===== src/rtl/ice_pkg.sv =====
// rtl/ice_pkg.sv - shared types and constants for the ICE buffer arbiter
package ice_pkg;

    typedef enum logic [1:0] {
        ST_IDLE  = 2'd0,
        ST_GRANT = 2'd1,
        ST_GAP   = 2'd2
    } ice_state_t;

    localparam int DEF_NUM_REQ = 4;
    localparam int DEF_MAX_PKT = 64;
    localparam int DEF_FIFO_AW = 9;

    // Leading event-code bytes each requester class puts at the head of its packet
    localparam logic [7:0] EVT_MBUS_RX  = 8'h62;
    localparam logic [7:0] EVT_I2C_RX   = 8'h69;
    localparam logic [7:0] EVT_GPIO     = 8'h67;
    localparam logic [7:0] EVT_CMD_RESP = 8'h72;

endpackage


===== src/rtl/ice_buffer_arbiter_if.sv =====
// rtl/ice_buffer_arbiter_if.sv - requester and byte-FIFO signal bundle
interface ice_buffer_arbiter_if
    import ice_pkg::*;
#(
    parameter int NUM_REQ = DEF_NUM_REQ,
    parameter int FIFO_AW = DEF_FIFO_AW
);
    logic [NUM_REQ-1:0]   buf_req;
    logic [NUM_REQ-1:0]   buf_grant;
    logic [NUM_REQ*8-1:0] buf_data;
    logic [NUM_REQ-1:0]   buf_valid;
    logic [NUM_REQ-1:0]   cnt_inc;
    logic [7:0]           global_counter;
    logic [7:0]           fifo_wdata;
    logic                 fifo_wr;
    logic [FIFO_AW:0]     fifo_free;

    // master: requesters plus FIFO status; slave: the arbiter
    modport master (
        output buf_req, buf_data, buf_valid, cnt_inc, fifo_free,
        input  buf_grant, global_counter, fifo_wdata, fifo_wr
    );

    modport slave (
        input  buf_req, buf_data, buf_valid, cnt_inc, fifo_free,
        output buf_grant, global_counter, fifo_wdata, fifo_wr
    );

endinterface


===== src/rtl/ice_rr_pick.sv =====
// rtl/ice_rr_pick.sv - combinational round-robin one-hot selector
module ice_rr_pick #(
    parameter  int N  = 4,
    localparam int IW = (N > 1) ? $clog2(N) : 1
) (
    input  logic [N-1:0]  req,
    input  logic [IW-1:0] last_winner,
    output logic [N-1:0]  grant_oh,
    output logic [IW-1:0] grant_idx,
    output logic          grant_any
);

    logic [IW-1:0] cand;

    // Search starts one past the previous winner so every requester gets a turn
    always_comb begin
        grant_oh  = '0;
        grant_idx = '0;
        grant_any = 1'b0;
        cand      = '0;
        for (int off = 1; off <= N; off++) begin
            cand = IW'((int'(last_winner) + off) % N);
            if (!grant_any && req[cand]) begin
                grant_any      = 1'b1;
                grant_oh[cand] = 1'b1;
                grant_idx      = cand;
            end
        end
    end

endmodule


===== src/rtl/ice_buffer_arbiter.sv =====
// rtl/ice_buffer_arbiter.sv - round-robin arbiter merging requester byte streams into one FIFO
module ice_buffer_arbiter
    import ice_pkg::*;
#(
    parameter int NUM_REQ = DEF_NUM_REQ,
    parameter int MAX_PKT = DEF_MAX_PKT,
    parameter int FIFO_AW = DEF_FIFO_AW
) (
    input  logic                 clk,
    input  logic                 reset,
    ice_buffer_arbiter_if.slave  bus,
    input  logic                 overflow_clr,
    output logic                 pkt_overflow
);

    localparam int IW     = (NUM_REQ > 1) ? $clog2(NUM_REQ) : 1;
    localparam int CW     = $clog2(MAX_PKT + 1);
    localparam int FREE_W = FIFO_AW + 1;

    ice_state_t         state;
    logic [IW-1:0]      winner;
    logic [IW-1:0]      last_winner;
    logic [CW-1:0]      byte_cnt;
    logic [NUM_REQ-1:0] grant_q;
    logic [7:0]         wdata_q;
    logic               wr_q;
    logic [7:0]         gcnt_q;
    logic               ovf_q;

    logic [NUM_REQ-1:0] pick_oh;
    logic [IW-1:0]      pick_idx;
    logic               pick_any;
    logic [7:0]         win_data;
    logic               win_valid;
    logic               win_req;
    logic               win_inc;
    logic               room_ok;

    ice_rr_pick #(.N(NUM_REQ)) u_pick (
        .req         (bus.buf_req),
        .last_winner (last_winner),
        .grant_oh    (pick_oh),
        .grant_idx   (pick_idx),
        .grant_any   (pick_any)
    );

    always_comb begin
        win_data  = '0;
        win_valid = 1'b0;
        win_req   = 1'b0;
        win_inc   = 1'b0;
        for (int i = 0; i < NUM_REQ; i++) begin
            if (winner == IW'(i)) begin
                win_data  = bus.buf_data[i*8 +: 8];
                win_valid = bus.buf_valid[i];
                win_req   = bus.buf_req[i];
                win_inc   = bus.cnt_inc[i];
            end
        end
    end

    // A grant is only issued when a worst-case packet is guaranteed to fit
    assign room_ok = (bus.fifo_free >= FREE_W'(MAX_PKT));

    always_ff @(posedge clk) begin
        if (reset) begin
            state       <= ST_IDLE;
            winner      <= '0;
            last_winner <= IW'(NUM_REQ - 1);
            byte_cnt    <= '0;
            grant_q     <= '0;
            wdata_q     <= '0;
            wr_q        <= 1'b0;
            gcnt_q      <= '0;
            ovf_q       <= 1'b0;
        end else begin
            wr_q <= 1'b0;
            if (overflow_clr) begin
                ovf_q <= 1'b0;
            end
            case (state)
                ST_IDLE: begin
                    if (pick_any && room_ok) begin
                        winner   <= pick_idx;
                        grant_q  <= pick_oh;
                        byte_cnt <= '0;
                        state    <= ST_GRANT;
                    end
                end
                ST_GRANT: begin
                    // A byte arriving with the request release is still forwarded
                    if (win_valid) begin
                        if (byte_cnt == CW'(MAX_PKT)) begin
                            ovf_q <= 1'b1;
                        end else begin
                            wr_q     <= 1'b1;
                            wdata_q  <= win_data;
                            byte_cnt <= byte_cnt + CW'(1);
                        end
                    end
                    if (win_inc) begin
                        gcnt_q <= gcnt_q + 8'd1;
                    end
                    if (!win_req) begin
                        grant_q     <= '0;
                        last_winner <= winner;
                        state       <= ST_GAP;
                    end
                end
                ST_GAP: begin
                    state <= ST_IDLE;
                end
                default: begin
                    grant_q <= '0;
                    state   <= ST_IDLE;
                end
            endcase
        end
    end

    assign bus.buf_grant      = grant_q;
    assign bus.fifo_wdata     = wdata_q;
    assign bus.fifo_wr        = wr_q;
    assign bus.global_counter = gcnt_q;
    assign pkt_overflow       = ovf_q;

endmodule


===== src/flat_wrapper.sv =====
// flat-port wrapper written by rule: the top's interface ports become plain ports
module ice_buffer_arbiter_flat import ice_pkg::*;
#(
    parameter int NUM_REQ = DEF_NUM_REQ,
    parameter int MAX_PKT = DEF_MAX_PKT,
    parameter int FIFO_AW = DEF_FIFO_AW
)
  (clk, reset, overflow_clr, pkt_overflow, bus_buf_req, bus_buf_data, bus_buf_valid, bus_cnt_inc, bus_fifo_free, bus_buf_grant, bus_global_counter, bus_fifo_wdata, bus_fifo_wr);
  ice_buffer_arbiter_if #(.NUM_REQ(NUM_REQ), .FIFO_AW(FIFO_AW)) bus_i ();
  input  logic clk;
  input  logic reset;
  input  logic overflow_clr;
  output logic pkt_overflow;
  input wire logic [$bits(bus_i.buf_req)-1:0] bus_buf_req;
  input wire logic [$bits(bus_i.buf_data)-1:0] bus_buf_data;
  input wire logic [$bits(bus_i.buf_valid)-1:0] bus_buf_valid;
  input wire logic [$bits(bus_i.cnt_inc)-1:0] bus_cnt_inc;
  input wire logic [$bits(bus_i.fifo_free)-1:0] bus_fifo_free;
  output wire logic [$bits(bus_i.buf_grant)-1:0] bus_buf_grant;
  output wire logic [$bits(bus_i.global_counter)-1:0] bus_global_counter;
  output wire logic [$bits(bus_i.fifo_wdata)-1:0] bus_fifo_wdata;
  output wire logic [$bits(bus_i.fifo_wr)-1:0] bus_fifo_wr;
  assign bus_i.buf_req = bus_buf_req;
  assign bus_i.buf_data = bus_buf_data;
  assign bus_i.buf_valid = bus_buf_valid;
  assign bus_i.cnt_inc = bus_cnt_inc;
  assign bus_i.fifo_free = bus_fifo_free;
  assign bus_buf_grant = bus_i.buf_grant;
  assign bus_global_counter = bus_i.global_counter;
  assign bus_fifo_wdata = bus_i.fifo_wdata;
  assign bus_fifo_wr = bus_i.fifo_wr;
  ice_buffer_arbiter #(.NUM_REQ(NUM_REQ), .MAX_PKT(MAX_PKT), .FIFO_AW(FIFO_AW)) u_core (.clk(clk), .reset(reset), .bus(bus_i), .overflow_clr(overflow_clr), .pkt_overflow(pkt_overflow));
endmodule

===== config.mk =====
export PLATFORM = sky130hd
export DESIGN_NAME = ice_buffer_arbiter_flat
export DESIGN_NICKNAME = d
export VERILOG_FILES = /design/src/rtl/ice_pkg.sv /design/src/rtl/ice_buffer_arbiter_if.sv /design/src/rtl/ice_rr_pick.sv /design/src/rtl/ice_buffer_arbiter.sv /design/src/flat_wrapper.sv
export SDC_FILE = /design/constraint.sdc
export NUM_CORES = 1
export LEC_CHECK = 0
export ABC_AREA = 1
export CELL_PAD_IN_SITES_DETAIL_PLACEMENT = 0
export CELL_PAD_IN_SITES_GLOBAL_PLACEMENT = 1
export CORE_MARGIN = 2
export CORE_UTILIZATION = 32
export CTS_BUF_LIST = sky130_fd_sc_hd__clkbuf_4
export DETAILED_ROUTE_END_ITERATION = 8
export PLACE_DENSITY = 0.88
export RECOVER_POWER = 100
export SYNTH_ARGS = -nofsm -noshare
export SYNTH_HDL_FRONTEND = slang
export SYNTH_SLANG_ARGS = --single-unit

===== constraint.sdc =====
create_clock -name clk -period 2.45 [get_ports clk]
set_input_delay 0.49 -clock clk [delete_from_list [all_inputs] [get_ports clk]]
set_output_delay 0.49 -clock clk [all_outputs]
set_load 0.01 [all_outputs]

Word-level counts from Yosys, hierarchy flattened
Cells that the tools add are included.
{ "word_totals": {"regBits": 35, "inputBits": 57, "output_inout_bits": 22, "wordCells": 123} }
{ "classes": {"add_sub_neg": 6, "magnitude_cmp": 9, "n_eq_ne": 10, "n_mux": 59, "n_bitwise": 8, "n_reduce_logical": 22} }
{ "op_table": {"columns": ["cell", "n"], "rows": [
  ["8-bit two-way mux", 4],
  ["1-bit two-way mux", 29],
  ["4-bit two-way mux", 6],
  ["7-bit two-way mux", 3],
  ["7-bit case mux with 2 select lines", 1],
  ["2-bit by 3-bit < comparator with 1-bit output (second input constant)", 4],
  ["2-bit two-way mux", 6],
  ["4-bit bitwise OR", 3],
  ["4-bit case mux with 3 select lines", 1],
  ["10-bit by 7-bit >= comparator with 1-bit output (second input constant)", 1],
  ["8-bit by 1-bit adder with 8-bit output (second input constant)", 1],
  ["1-bit binary-select mux with 2-bit select", 4],
  ["1-bit demux with 2-bit select", 4],
  ["2-bit by 1-bit >= comparator with 1-bit output (second input constant)", 4],
  ["1-bit logical AND", 8],
  ["2-bit AND reduction", 4],
  ["7-bit by 1-bit adder with 7-bit output (second input constant)", 1],
  ["7-bit equality test (second input constant)", 1],
  ["2-bit equality test (second input constant)", 3],
  ["3-bit AND reduction", 2],
  ["1-bit NOT", 5],
  ["2-bit by 1-bit adder with 2-bit output (second input constant)", 2],
  ["2-bit adder (second input constant)", 2],
  ["2-bit by 1-bit equality test with 1-bit output (second input constant)", 2],
  ["other kinds (8)", 13]
]} }

Logic depth before layout (Yosys ltp)
{ "logic_depth": {"word_depth": 16, "mapped_depth": 11, "ltp_nobuf": 11} }

Hierarchy
Synthesis repeated with hierarchy kept, for this count alone.
{ "hier_totals": {"hier_cells": 373, "hier_area_um2": 2578.7} }
{ "modules_own_cells": {"columns": ["module", "instances", "cells_per_inst", "area_per_inst_um2", "seq_area_each_um2"], "rows": [
  ["ice_buffer_arbiter", 1, 292, 2043.2, 700.7],
  ["ice_rr_pick", 1, 81, 535.5, 0.0]
]} }

Worst setup path before layout
OpenSTA, ideal clock, no wires.
{ "synth_path": {"path_kind": "register -> register", "startpoint": "register u_core.last_winner[0]", "endpoint": "register u_core.grant_q[0] (netlist: u_core.bus.buf_grant[0])", "setup_time_ps": 112, "arrival_time_ps": 1617, "required_ps": 2338, "slack_ps": 721, "stages_incl_launch_ff": 11, "path_buffers": 0, "synth_period_minus_slack_ps": 1729, "cell_sequence": "dfxtp_1 > inv_2 > ha_1 > inv_1 > nand2_1 > nand2_2 > nor2_2 > a21boi_0 > nand3_1 > nand2_1 > nand2_1"} }
{ "synth_between": {"elab_chain_len": 16, "elab_cells_between_ends": 54, "classes_between": "4 x add/sub; 8 x order compare; 1 x eq/ne; 26 x mux; 3 x bitwise; 12 x reduce/logical"} }
{ "synth_rtl": {"columns": ["element", "line_no", "text"], "rows": [
  ["start: declaration", "ice_buffer_arbiter.sv:22", "logic [IW-1:0] last_winner;"],
  ["start signal: assignment", "ice_buffer_arbiter.sv:69", "last_winner <= IW'(NUM_REQ - 1);"],
  ["start signal: assignment", "ice_buffer_arbiter.sv:106", "last_winner <= winner;"],
  ["branches (longest 16 deep; another with 2-bit by 3-bit < comparator with 1-bit output)", null, null],
  ["end signal: assignment", "ice_buffer_arbiter.sv:85", "grant_q <= pick_oh;"],
  ["end: declaration", "ice_buffer_arbiter.sv:24", "logic [NUM_REQ-1:0] grant_q;"]
]} }
Several ways; the timed one is not identified. The select of a mux whose other input is x is not followed.
A chain may end at the register's enable or synchronous reset.

Worst setup path in the final report
{ "layout_path": {"startpoint": "input port bus_buf_req[3]", "endpoint": "register u_core.winner[1]"} }
{ "layout_between": {"elab_chain_len": 14, "elab_cells_between_ends": 24, "classes_between": "16 x mux; 8 x reduce/logical"} }
{ "layout_rtl": {"columns": ["element", "line_no", "text"], "rows": [
  ["start: declaration", "flat_wrapper.sv:14", "input wire logic [$bits(bus_i.buf_req)-1:0] bus_buf_req;"],
  ["1-bit binary-select mux with 2-bit select", "ice_rr_pick.sv:23", "if (!grant_any && req[cand]) begin"],
  ["1-bit two-way mux (not written as such)", "ice_rr_pick.sv:23", null],
  ["1-bit two-way mux", "ice_rr_pick.sv:23", null],
  ["1-bit logical NOT", "ice_rr_pick.sv:23", null],
  ["1-bit logical AND", "ice_rr_pick.sv:23", null],
  ["1-bit two-way mux", "ice_rr_pick.sv:23", null],
  ["1-bit logical NOT", "ice_rr_pick.sv:23", null],
  ["1-bit logical AND", "ice_rr_pick.sv:23", null],
  ["1-bit two-way mux", "ice_rr_pick.sv:23", null],
  ["1-bit logical NOT", "ice_rr_pick.sv:23", null],
  ["1-bit logical AND", "ice_rr_pick.sv:23", null],
  ["1-bit two-way mux", "ice_rr_pick.sv:23", null],
  ["1-bit logical AND", "ice_buffer_arbiter.sv:83", "if (pick_any && room_ok) begin"],
  ["2-bit AND reduction (no source line)", null, null],
  ["end signal: assignment", "ice_buffer_arbiter.sv:84", "winner <= pick_idx;"],
  ["end: declaration", "ice_buffer_arbiter.sv:21", "logic [IW-1:0] winner;"]
]} }
Several ways; a longest one is shown, not always the timed one. The select of a mux whose other input is x is not followed.

==> flow_metrics.tcl <==
set metrics [dict create \
    status "complete, no violations" \
    endpoint_kind "flip-flop" \
    num_vias 2512 \
    ys_ff_latch 35 \
    drive_above_1_share_pct 8.43 \
    multi_input_area_sq_um 1430 \
    clk_latency_ns 0.35 \
    path_clk_slew_ns 0.13 \
    cp_cell_sequence "clkdlybuf4s50_1 > nand2_1 > nand3_2 > nand2_4 > nand3_4 > nand3_1 > nor2_1 > nand3_1 > nand2_1" \
    utilization_pct 45.5 \
    setup_ws_ns 0.335 \
    drc 0 \
    grt_max_degree 20 \
    clock.fmax_mhz 473 \
    antenna_found_initial 0 \
    firstDrtPassIters 4 \
    crit_buf_inv 1 \
    skew_ns 0.0202 \
    cts_resized 0 \
    maxCapViolCount 0 \
    vias_per_cell 4.78 \
    synthTopCellsByArea "dfxtp_1 30%, nand2_1 14%, nand3_1 11%" \
    cp-start-kind "input port" \
    initial_core_util_pct 32.6 \
    cp_data_required_time_ns 2.74 \
    ios 79 \
    grt_pass1_vias 2340 \
    gp_congestion 0.770 \
    place_hpwl_microns 4750 \
    cts_hold_buf 0 \
    finalNetCount 494 \
    pre_cts_ws_ns 0.205 \
    htree_num_levels 2 \
    core_sq_um 7140 \
    fillerInstances 744 \
    drtAntennaViolNets 0 \
    grt_setup_unrepaired "false" \
    routed_wl_microns 6170 \
    min_period_ns 2.12 \
    synth.distinct_cells 31 \
    slew_headroom_pct 60.2 \
    netlist_area_sq_um 2330 \
    placementRows 31 \
    layout.area.seq_sq_um 701 \
    drt_iter0_drc 95 \
    portBuffers 72 \
    yosysTopAreaCellShare_pct 30.1 \
    fp.dieW_microns 89.3 \
    syn2layout_area_growth_pct 39.5 \
    hold_class "flip-flop to flip-flop" \
    setup_tns_ns 0 \
    slowest_delay_ns 0.56 \
    yosysSeqAreaShare_pct 30.1 \
    post-route-period-util_pct 86.3 \
    wire_per_inst_microns 11.7 \
    cts-root-buf "clkbuf_4" \
    grt_usage_pct 16.0 \
    cp_max_fo 11 \
    cp_slowest_cell "clkdlybuf4s50_1" \
    synth_area_leader_cell "dfxtp_1" \
    ir_drop_mv 0.285 \
    ys_warn_count 0 \
    setup_viol 0 \
    fp.dieH_microns 89.3 \
    hold_viol 0 \
    cts_tree "built" \
    die-area_sq_um 7970 \
    grt_first_pass_wirelength_microns 10300 \
    synth_cells 349 \
    p_leak_nw 1.42 \
    worst_pin_slew_ns 0.597 \
    cts_made_buffers 5 \
    synth.avg_cell_area_sq_um 6.67 \
    crit_arrival_ns 2.41 \
    cp_top_family "simple AND/OR/NAND/NOR gates" \
    clockBufferDepth 2 \
    final_max_slew_viol_count 0 \
    critical_path_class "input port to flip-flop" \
    overflow 0 \
    n_antenna_cell 0 \
    syn_nets 417 \
    powerDensity_nw_per_um2 841 \
    post_cts_buffers 0 \
    cts_sinks 35 \
]
## metal layers
metal / vias to the layer above / global-route usage (%) / part of all wire [%]
met3: 8 / 3.32 / 4.8
met2: 59 / 27.5 / 47
met4: 0 / 5.16 / 1.6
met1: 1138 / 20.0 / 46
met5: - / 0 / 0
li1: 1307 / - / -
## cell usage after synthesis, drive strengths merged
cell     n
a21boi   5
ha      11
or2      3
nor3b    3
buf      6
nand2   92
nand4   11
inv     34
nor2    27
o21ai   32
xor2     3
a21oi   16
o211ai   1
xnor2    2
nand3   56
and3     1
dfxtp   35
nor3     5
clkbuf   6
## area by class of cell
class | count | share of cell area, %
clock buffers | 5 | 1.16
inverters | 34 | 3.93
flip-flops and latches | 35 | 21.6
repair buffers | 82 | 24.3
well taps | 99 | 3.81
clock inverters | 3 | 1.35
multi-input cells | 268 | 43.9
## path summary, 6_finish.rpt
| path | end | start | cells past startpoint | slack [ns] |
|---|---|---|---|---|
| worst min-delay path | u_core.pkt_overflow | u_core.pkt_overflow | 2 | 0.49 |
| worst min register to register | u_core.pkt_overflow | u_core.pkt_overflow | 2 | 0.49 |
| worst max-delay path | u_core.winner[1] | bus_buf_req[3] | 9 | 0.33 |
| worst max register to register | u_core.bus.global_counter[2] | u_core.winner[0] | 9 | 0.48 |
## worst reg2reg max path: cells and delay by family (launching register included)
family                 cells  cell delay, ns
DFF                        1            0.49
buffers and inverters      2            0.54
and+or+nand+nor            7            0.86
## registers in the layout (all words and copies together), names as in the netlist
register,count
u_core.bus.buf_grant,4
u_core.bus.fifo_wdata,8
u_core.bus.fifo_wr,1
u_core.bus.global_counter,8
u_core.byte_cnt,7
u_core.last_winner,2
u_core.pkt_overflow,1
u_core.state,2
u_core.winner,2
## through the flow
stage          instances  hold WS (ns)  power (mW)  cell area, sq um
3_5_place_dp         518         0.470        2.38              3180
6_report             526         0.485        2.73              3250
4_1_cts              526         0.494        2.81              3260
5_1_grt              526         0.509        2.98              3250
3_3_place_gp         518         0.456        2.36              3180
2_1_floorplan        349         0.456        1.86              2330
## cell families after synthesis
family / synth area share [%]
AO/OA/AOI/OAI: 12.3
XOR/XNOR: 1.88
adder cells (fa/ha/maj): 5.91
buffers and inverters: 8.33
flip-flops: 30.1
AND/OR/NAND/NOR: 41.5
## cells in the final DEF, fill, tap and decap left out
| cell type | Yosys | layout |
|---|---|---|
| a21boi_0 | 5 | 5 |
| nand3_4 | 1 | 1 |
| buf_4 | 3 | 8 |
| nor2_8 | 1 | 1 |
| or2_0 | 1 | 1 |
| inv_2 | 2 | 2 |
| xor2_1 | 3 | 3 |
| a21oi_1 | 16 | 16 |
| nand2_2 | 5 | 5 |
| clkinv_2 | 0 | 1 |
| nor3_1 | 5 | 5 |
| o21ai_0 | 31 | 31 |
| nand2_1 | 84 | 84 |
| or2_2 | 2 | 2 |
| o211ai_1 | 1 | 1 |
| clkbuf_1 | 6 | 2 |
| nor2_1 | 22 | 23 |
| and3_1 | 1 | 1 |
| clkbuf_4 | 0 | 5 |
| nor2_2 | 3 | 2 |
| nand4_1 | 11 | 11 |
| nor2_4 | 1 | 1 |
| o21ai_1 | 1 | 1 |
| ha_1 | 11 | 11 |
| xnor2_1 | 2 | 2 |
| clkdlybuf4s50_1 | 0 | 50 |
| clkinv_4 | 0 | 1 |
| nor3b_1 | 3 | 3 |
| bufinv_16 | 0 | 1 |
| dfxtp_1 | 35 | 35 |
| nand3_2 | 4 | 3 |
| nand3_1 | 51 | 52 |
| dlygate4sd3_1 | 0 | 22 |
| inv_1 | 32 | 32 |
| nand2_4 | 3 | 3 |
## power by group
part           switching, mW  total [mW]  internal (mW)
Clock                  0.211       0.426          0.215
Combinational          0.955        1.53          0.578
Sequential            0.0883       0.774          0.686
Note: power is estimated with default switching activity, not from simulation.
==> RTL change, RTL diff (config.mk and constraints unchanged) <==
One comparison of `byte_cnt` changes from == to >=.
--- a/src/rtl/ice_buffer_arbiter.sv
+++ b/src/rtl/ice_buffer_arbiter.sv
@@ -90,7 +90,7 @@
                 ST_GRANT: begin
                     // A byte arriving with the request release is still forwarded
                     if (win_valid) begin
-                        if (byte_cnt == CW'(MAX_PKT)) begin
+                        if (byte_cnt >= CW'(MAX_PKT)) begin
                             ovf_q <= 1'b1;
                         end else begin
                             wr_q     <= 1'b1;
Function: same outputs for any inputs over 4 cycles, from zero or initial values and one cycle with reset high; that may be too few to reach the edited logic, so the function may still have changed.
==> RTL change against the original RTL <==
  * Final area down 1.3%
  * Maximum frequency is 2.0% higher
  * Clock power is 21% lower
  * Critical path depth is 1 lower
  * Synthesized area increased by 1.2%
  * Non-clock buffer count shrank 3
  * Setup slack improved by 0.042 ns
  * Global-route usage up 0.49 points
  * Routed wire length up 5.9%
  * Power is 2.0% higher
  * Sequential cell count did not move
  * Clock skew shrank 0.018 ns
==> RTL change: results (changes against the original RTL) <==
critical-path maximum fanout=14 (+3); CTS clk-pin slew, worst paths=0.11 ns (-0.02 ns); VDD IR max=0.000375 V (+31%); Comb pwr share=59.3% (+3.2 points); fraction of layout cells with a size suffix above 1=8.10% (-0.34 points); Placed Cells=511 (-1.4%); top cells by count, synth=nand2_1 (82), nand3_1 (54), dfxtp_1 (35), inv_1 (26), nor2_1 (24); Cells after Synth=343 (-1.7%); worst slack, placed=0.315 ns (+0.110 ns); Synth Area in Compound Gates=14.2% (+1.9 points); Placed Area=3180 µm² (-0.12%); XOR/XNOR share of the synthesized area=3.35% (+1.5 points); met2 Use GR=26.9% (-0.65 points); CP top delay family=flip-flops; clk pwr=0.000337 W (-21%); wl on met1=3.07 mm (+7.5%); Syn Nets=411 (-1.4%); Final nets=487 (-1.4%); post-DP HPWL=4.96 mm (+4.5%); Largest stage delay, worst path=0.70 ns (+0.14 ns); final-layout fill cell count=752 (+1.1%); area delta synth->final=36.0%; DRT iter0 DRCs=107 (+13%); GP Congestion=0.830 (+7.7%); hold slack final=0.466 ns (-0.0188 ns); DR WL met3=548 µm (+86%); Layout clock area frac=1.80% (-0.71 points); status=complete, no violations; Global Route Usage Sum=16.5% (+0.49 points); Least-Margin Pin Slew=0.568 ns (-0.0289 ns); PwrDens=870 nW/µm² (+3.4%); area taken by multi-input logic gates=1430 µm² (+0.35%); largest cells by area after synthesis=dfxtp_1 (30%), nand2_1 (13%), nand3_1 (11%); total power=0.00279 W (+2.0%); vias per inst=4.86 (+1.8%); critical path's slowest cell=dfxtp_1; Buffers excl. clock=79 (-3.7%); Yosys cell types=34 (+9.7%); Sw Ratio=48.8% (+2.9 points); Seq cells=35 (unchanged); skew final=0.00220 ns (-0.0180 ns); CLK BUF=7 (+2); worst r2r path cells=8 (-1); first-pass GRT wire length=11.1 mm (+7.9%)
RTL change: how the worst max path moves through the flow:
| stage | from | end | slack, ns |
|---|---|---|---|
| after floorplan | u_core.last_winner[1]$_SDFFE_PP1P_ | u_core.bus.buf_grant[0]$_SDFFE_PP0P_ | 0.73 |
| after global placement | bus_buf_req[0] | u_core.bus.buf_grant[1]$_SDFFE_PP0P_ | 0.33 |
| after detailed placement | bus_buf_req[0] | u_core.bus.buf_grant[1]$_SDFFE_PP0P_ | 0.32 |
| after CTS | u_core.winner[0]$_SDFFE_PP0P_ | u_core.byte_cnt[2]$_SDFFE_PP0P_ | 0.49 |
| after global routing | u_core.winner[0]$_SDFFE_PP0P_ | u_core.bus.global_counter[0]$_SDFFE_PP0P_ | 0.15 |
| final | u_core.winner[0]$_SDFFE_PP0P_ | u_core.bus.global_counter[0]$_SDFFE_PP0P_ | 0.38 |
RTL change: tightest hold or removal path, delay by kind of cell, from the launching register on:
kind            cells  cell delay, ns
flops               1            0.32
compound gates      1            0.05
simple gates        1            0.06
